`src/rtl/fp_mul_result_buffer.sv`:
```
// fp_mul_result_buffer: captures single-precision multiplier products,
// classifies each one (normal/subnormal, zero, infinity, NaN), and buffers
// them in a first-word-fall-through FIFO with a valid/ready output.
// Maintains sticky exception flags for the downstream FP datapath.
// Compile-time option: define FP_CLASS_CNT_EN to add saturating 16-bit
// per-class event counters (cnt_total, cnt_nan, cnt_inf, cnt_zero).
module fp_mul_result_buffer #(
   parameter int DATA_WIDTH = 32,
   parameter int DEPTH      = 4
) (
   input  logic                  clk,
   input  logic                  rst,
   input  logic                  in_valid,
   output logic                  in_ready,
   input  logic [DATA_WIDTH-1:0] in,
   output logic                  out_valid,
   input  logic                  out_ready,
   output logic [DATA_WIDTH-1:0] out,
   output logic [1:0]            out_class,
   input  logic                  flag_clear,
   output logic                  flag_nan,
   output logic                  flag_inf,
   output logic                  flag_zero
`ifdef FP_CLASS_CNT_EN
   ,
   output logic [15:0]           cnt_total,
   output logic [15:0]           cnt_nan,
   output logic [15:0]           cnt_inf,
   output logic [15:0]           cnt_zero
`endif
);

   localparam int            AW       = $clog2(DEPTH);
   localparam logic [AW:0]   FULL_CNT = (AW+1)'(DEPTH);

   typedef enum logic [1:0] {
      CLS_NORM = 2'b00,
      CLS_ZERO = 2'b01,
      CLS_INF  = 2'b10,
      CLS_NAN  = 2'b11
   } fp_class_e;

   logic [DATA_WIDTH-1:0] mem_data  [DEPTH];
   fp_class_e             mem_class [DEPTH];
   logic [AW-1:0]         wr_ptr;
   logic [AW-1:0]         rd_ptr;
   logic [AW:0]           count;
   fp_class_e             in_class;
   logic                  push;
   logic                  pop;

   assign in_ready  = (count != FULL_CNT);
   assign out_valid = (count != '0);
   assign push      = in_valid && in_ready;
   assign pop       = out_valid && out_ready;
   assign out       = out_valid ? mem_data[rd_ptr] : '0;
   assign out_class = out_valid ? mem_class[rd_ptr] : CLS_NORM;

   // Classify the incoming product from its exponent and fraction fields.
   always_comb begin
      in_class = CLS_NORM;
      if (in[30:23] == 8'hFF) begin
         in_class = (in[22:0] != '0) ? CLS_NAN : CLS_INF;
      end else if (in[30:23] == 8'h00 && in[22:0] == '0) begin
         in_class = CLS_ZERO;
      end
   end

   // Store pushed word and its class at the write pointer.
   always_ff @(posedge clk) begin
      if (push && !rst) begin
         mem_data[wr_ptr]  <= in;
         mem_class[wr_ptr] <= in_class;
      end
   end

   // Pointer and occupancy bookkeeping; pointers wrap naturally at DEPTH.
   always_ff @(posedge clk) begin
      if (rst) begin
         wr_ptr <= '0;
         rd_ptr <= '0;
         count  <= '0;
      end else begin
         if (push) wr_ptr <= wr_ptr + 1'b1;
         if (pop)  rd_ptr <= rd_ptr + 1'b1;
         case ({push, pop})
            2'b10:   count <= count + 1'b1;
            2'b01:   count <= count - 1'b1;
            default: count <= count;
         endcase
      end
   end

   // Sticky class flags; a coinciding push keeps its own flag set through a clear.
   always_ff @(posedge clk) begin
      if (rst) begin
         flag_nan  <= 1'b0;
         flag_inf  <= 1'b0;
         flag_zero <= 1'b0;
      end else if (flag_clear) begin
         flag_nan  <= push && (in_class == CLS_NAN);
         flag_inf  <= push && (in_class == CLS_INF);
         flag_zero <= push && (in_class == CLS_ZERO);
      end else if (push) begin
         if (in_class == CLS_NAN)  flag_nan  <= 1'b1;
         if (in_class == CLS_INF)  flag_inf  <= 1'b1;
         if (in_class == CLS_ZERO) flag_zero <= 1'b1;
      end
   end

`ifdef FP_CLASS_CNT_EN
   function automatic logic [15:0] sat_inc(input logic [15:0] c);
      return (c == 16'hFFFF) ? c : c + 16'd1;
   endfunction

   // Saturating event counters; a push coinciding with clear loads 1 instead of 0.
   always_ff @(posedge clk) begin
      if (rst) begin
         cnt_total <= '0;
         cnt_nan   <= '0;
         cnt_inf   <= '0;
         cnt_zero  <= '0;
      end else if (flag_clear) begin
         cnt_total <= push ? 16'd1 : '0;
         cnt_nan   <= (push && in_class == CLS_NAN)  ? 16'd1 : '0;
         cnt_inf   <= (push && in_class == CLS_INF)  ? 16'd1 : '0;
         cnt_zero  <= (push && in_class == CLS_ZERO) ? 16'd1 : '0;
      end else if (push) begin
         cnt_total <= sat_inc(cnt_total);
         if (in_class == CLS_NAN)  cnt_nan  <= sat_inc(cnt_nan);
         if (in_class == CLS_INF)  cnt_inf  <= sat_inc(cnt_inf);
         if (in_class == CLS_ZERO) cnt_zero <= sat_inc(cnt_zero);
      end
   end
`endif

endmodule

```
`config.mk`:
```
export PLATFORM = sky130hd
export DESIGN_NAME = fp_mul_result_buffer
export DESIGN_NICKNAME = d
export VERILOG_FILES = /design/src/rtl/fp_mul_result_buffer.sv
export SDC_FILE = /design/constraint.sdc
export NUM_CORES = 1
export LEC_CHECK = 0
export CORE_UTILIZATION = 55
export DETAILED_ROUTE_END_ITERATION = 16
export PLACE_DENSITY = 0.8
export SYNTH_ARGS = -nofsm -noshare
export SYNTH_HDL_FRONTEND = slang
export SYNTH_SLANG_ARGS = --single-unit
export TNS_END_PERCENT = 20
```
`constraint.sdc`:
```
create_clock -name clk -period 2.7 [get_ports clk]
set_clock_uncertainty 0.2 [all_clocks]
set_input_delay 0.54 -clock clk [delete_from_list [all_inputs] [get_ports clk]]
set_output_delay 0.54 -clock clk [all_outputs]
set_load 0.05 [all_outputs]
```
* Word level (Yosys, flattened, before mapping)
Memory sizes are Yosys's and may differ from the RTL's. A register that Yosys moved wholly into a read port is not among the register bits.
Index checks and enable logic that the tools add are counted.
** Storage, ports and cells
- Register bits after elaboration :: 10
- Bits in writable memories :: 136
- Memories :: 2
** Cells by class
- Add/subtract/negate cells :: 4
- Equal/unequal tests :: 7
- Muxes and demuxes :: 21
- Reductions and logical operators :: 20
** Memory list
- mem_data :: depth 4, width 32, read ports 1, clocked after Yosys merged registers in 1, write ports 1, RTL line 43 : logic [DATA_WIDTH-1:0] mem_data [DEPTH];
- mem_class :: depth 4, width 2, read ports 1, clocked after Yosys merged registers in 1, write ports 1, RTL line 44 : fp_class_e mem_class [DEPTH];
** Operators by type and width (number)
- $mux 32 :: 1
- $logic_not 23->1 :: 1
- $reduce_bool 23->1 :: 1
- $mux 1 :: 13
- $mux 2 :: 6
- $reduce_bool 2->1 :: 5
- $eq 8x8->1 const B :: 1
- $logic_not 8->1 :: 1
- $logic_and 1x1->1 :: 7
- $eq 2x2->1 const B :: 3
- $pmux 3 s2 :: 1
- $reduce_and 2->1 :: 3
- $add 2x1->2 const B :: 2
- $eq 2x1->1 const B :: 2
- $add 3x1->3 const B :: 1
- $ne 3x3->1 const B :: 1
- $reduce_bool 3->1 :: 1
- $sub 3x1->3 const B :: 1
- $logic_not 1->1 :: 1

* Depth between registers and ports, before layout
- Word-level depth :: 8
- Gate-level depth with buffers :: 9
- Mapped depth without buffers :: 8

* Worst setup path after synthesis
No wires, ideal clock.
- Path kind :: register to output
- Start :: reg count[0]
- End :: out out[23]
- Arrival time :: 1.702 ns
- Required time :: 1.960 ns
- Setup slack :: 0.258 ns
- Stages on the path, launching flop included :: 5
- Cell sequence :: dfxtp_1 > or3_1 > buf_2 > clkbuf_1 > and2_1
** Between the ends
- Word-level cells in the longest chain between the ends :: 2
** RTL lines
- start, declared :: RTL line 47 : logic [AW:0] count;
- start signal, assigned :: RTL line 87 : 2'b10: count <= count + 1'b1;
- start signal, assigned :: RTL line 88 : 2'b01: count <= count - 1'b1;
- start signal, assigned :: RTL line 89 : default: count <= count;
- $reduce_bool 3->1 :: RTL line 53 : assign out_valid = (count != '0);
- named net out_valid :: RTL line 16 : output logic out_valid,
- $mux 32 :: RTL line 56 : assign out = out_valid ? mem_data[rd_ptr] : '0;
- end, declared :: RTL line 18 : output logic [DATA_WIDTH-1:0] out,
The timed path passes the listed nets, and every way through them passes these cells.

==> results.py <==
metrics = {
    "timing": {
        "max_freq_mhz": 363.2,
        "holdWs_ns": 0.2940,
        "setup_viol_count_final": 33,
        "period_minus_slack_ns": 2.753,
        "worst_slack_ns": -0.05344,
        "hold_viol_final": 0,
        "fin_tns_setup_ns": -0.9092,
        "max_slew_margin_pct": 66.54,
        "fin_crit_sh_pct": 102.0,
        "rsz0062_at_grt": "yes",
        "worst_pin_slew_ns": 0.5004,
        "report.final.slew_viol_count": 0,
    },
    "outcome": {
        "violations": "setup timing",
        "outcome": "finished, violations left",
    },
    "placement": {
        "gp_congestion": 0.6970,
        "port_buffers": 75,
        "place_area_um2": 6985,
        "place_hpwl_mm": 6.281,
        "placed_cells": 506,
    },
    "power_and_ir_drop": {
        "cellPowerDensity_nw_per_um2": 1178,
        "p_int_mw": 6.160,
        "swShare_pct": 33.09,
        "p_leak_nw": 2.663,
        "ir_worst_vdd_uv": 1141,
        "combPwrFrac_pct": 43.7,
        "clock_power_share_pct": 26.3,
        "power_frac_seq_pct": 30.0,
        "p_sw_mw": 3.047,
    },
    "min_path": {
        "hp-class": "flop to flop",
        "hold_path.startpoint": "flag_zero",
    },
    "floorplan": {
        "core_area_um2": 10320,
        "die_w_um": 105.2,
        "top_level_ports": 76,
        "dieArea_um2": 11070,
        "dieHeight_um": 105.2,
        "start_util_pct": 56.78,
        "rows": 37,
    },
    "layout": {
        "fillers": 560,
        "drive_gt1_share_pct": 39.01,
        "design_area_um2": 7815,
        "fin_nets": 435,
        "layout_commonest_cell": "edfxtp_1",
        "diodes": 0,
        "final_cell_mix": "136 x edfxtp_1, 39 x clkdlybuf4s50_1, 35 x and2_4",
        "area_growth_pct": 33.32,
        "fin_cells": 541,
    },
    "clocking": {
        "clock_sinks": 148,
        "clock-root-buffer": "clkbuf_8",
        "cts_tree": "built",
        "clk_pin_slew_ns": 0.06,
        "hold_buffers": 0,
        "ctsLongestPathBuffers": 2,
        "cts_inserted_buffers": 17,
        "clkLatencyLatePin_ns": 0.52,
        "h-tree-depth": 4,
    },
    "route": {
        "drt-initial-drc-count": 211,
        "wl_per_cell_um": 20.72,
        "wl_mm": 11.21,
        "drc": 0,
        "drt-pass1-iter-count": 4,
        "wl_met1_mm": 4.614,
        "vias": 3049,
        "viasPerCell": 5.636,
        "detail-route-antenna-nets": 0,
        "wl_met3_um": 671,
        "route.met2.wl_mm": 5.797,
        "top_layer": "met4",
    },
    "grt": {
        "grt_pass1_vias": 3191,
        "grt_usage_pct": 21.98,
        "grt_first_pass_wirelength_mm": 17.31,
        "grt_max_degree": 37,
        "overflow": 0,
        "antenna_found_initial": 0,
    },
    "logic_synthesis": {
        "netlist_area_um2": 5862,
        "synth-compound-area-share_pct": 0.7684,
        "ys_async_sr_fraction_pct": 0,
        "synth.ff_latch_count": 148,
        "synth_fa_ha_area_share_pct": 1.409,
        "synthFlopType": "edfxtp_1",
        "netlist.area_leader.share_pct": 69.67,
        "synth.distinct_cells": 34,
        "ys_warn_count": 0,
        "syn-num-nets": 337,
        "synth_top_family_by_area": "multiplexers",
        "synth_edf_count": 136,
        "avgSynthCellArea_um2": 19.94,
        "yosys-top-cells-area": "edfxtp_1 70%, mux4_2 12%, dfxtp_1 4.1%",
        "yosys.area_share.simple_pct": 7.428,
        "yosys.area_share.xor_xnor_pct": 0.8751,
        "netlist_instances": 294,
        "yosysTopAreaCell": "edfxtp_1",
        "ys_seq_area_share_pct": 73.77,
        "synth.area.mux_share_pct": 13.49,
    },
    "worst_setup_path": {
        "startpoint_type": "flop",
        "r2r_cells": 8,
        "crit_arrival_ns": 2.01,
        "end_kind": "output port",
        "reg2reg_slack_ns": 0.35,
        "rr_startpoint": "count[2]",
        "critPathCapture": "out_class[1]",
        "r2r_end": "count[2]",
        "cp.required_ns": 1.96,
        "worst-setup-path-type": "flop to output port",
        "crit_path_max_fanout": 9,
    },
    "job": {
        "cap_violations": 0,
    },
}
==> how the worst min path moves through the flow <==
stage                endpoint  slack (ns)  cells after the start
global route        flag_zero        0.32                      1
floorplan            count[2]        0.26                      2
global placement    flag_zero        0.27                      1
finish              flag_zero        0.29                      1
detailed placement  flag_zero        0.26                      1
CTS                 flag_zero        0.29                      1
==> timing repair <==
item                                    CTS  global route
gates cloned                              2             1
endpoints found under the setup margin   35            34
endpoints found under the hold margin     0             0
buffers inserted                          0             0
resized for setup                        59             1
==> cell type report <==
cell class	count	area, um^2	share of cell area (%)
inverter	6	22.52	0.2882
clock buffer	20	425.4	5.443
sequential	148	4329	55.40
clock inverter	12	185.2	2.370
tap	136	170.2	2.177
multi-input combinational	127	1480	18.94
timing repair buffer	92	1202	15.39
==> per-layer routing <==
metal / vias up / track usage, %
li1: 1368 / -
met1: 1558 / 28.95
met2: 111 / 35.06
met5: - / 0
met4: 0 / 7.646
met3: 12 / 6.803
==> cells in the mapped netlist, drive strengths merged, types with 2 or more instances <==
master / instances
a21oi: 3
and2: 39
buf: 8
clkbuf: 5
dfxtp: 12
edfxtp: 136
ha: 5
inv: 6
mux4: 34
nand2: 4
nand3: 2
nand4: 3
nor2: 10
nor3: 3
nor4: 7
or3: 2
or3b: 2
xnor2: 2
xor2: 3
==> registers in the layout, indices dropped and copies added (netlist names), named ones only <==
name and flops:
count 3, flag_inf 1, flag_nan 1, flag_zero 1, mem_class 8, mem_data 128, rd_ptr 2, wr_ptr 2
==> worst max-delay path: stages, from the launching register on <==
cell and delay, ns:
dfxtp_4 0.45, buf_12 0.18, mux4_2 0.53, and2_4 0.18
buf_6 0.14
==> power groups by stage <==
| stage | clock network [mW] | registers (mW) | logic [mW] |
|---|---|---|---|
| 6_report | 2.42 | 2.76 | 4.03 |
| 5_1_grt | 2.55 | 2.77 | 4.20 |
| 4_1_cts | 2.46 | 2.75 | 4.01 |
| 3_5_place_dp | 0 | 2.77 | 3.49 |
| 3_3_place_gp | 0 | 2.76 | 3.46 |
| 2_1_floorplan | 0 | 2.75 | 2.24 |
==> stage by stage <==
stage          utilization, %  power [mW]  setup WS, ns
6_report                75.70       9.208      -0.05344
5_1_grt                 75.70       9.523       -0.1266
3_5_place_dp            67.66       6.269      0.003448
4_1_cts                 75.43       9.223       -0.1044
3_3_place_gp            67.66       6.221        0.1076
2_1_floorplan               -       4.996        0.2584
==> logic make-up (layout without fill, tap and decap cells) <==
logic type / after synthesis / count (layout)
adders and majority gates: 6 / 6
and+or+nand+nor: 74 / 74
AOI/OAI and AO/OA: 7 / 7
xor gates and xnor gates: 5 / 5
muxes: 35 / 35
DFF: 148 / 148
buffers and inverters: 19 / 130
Power figures use the tool's default switching activity.
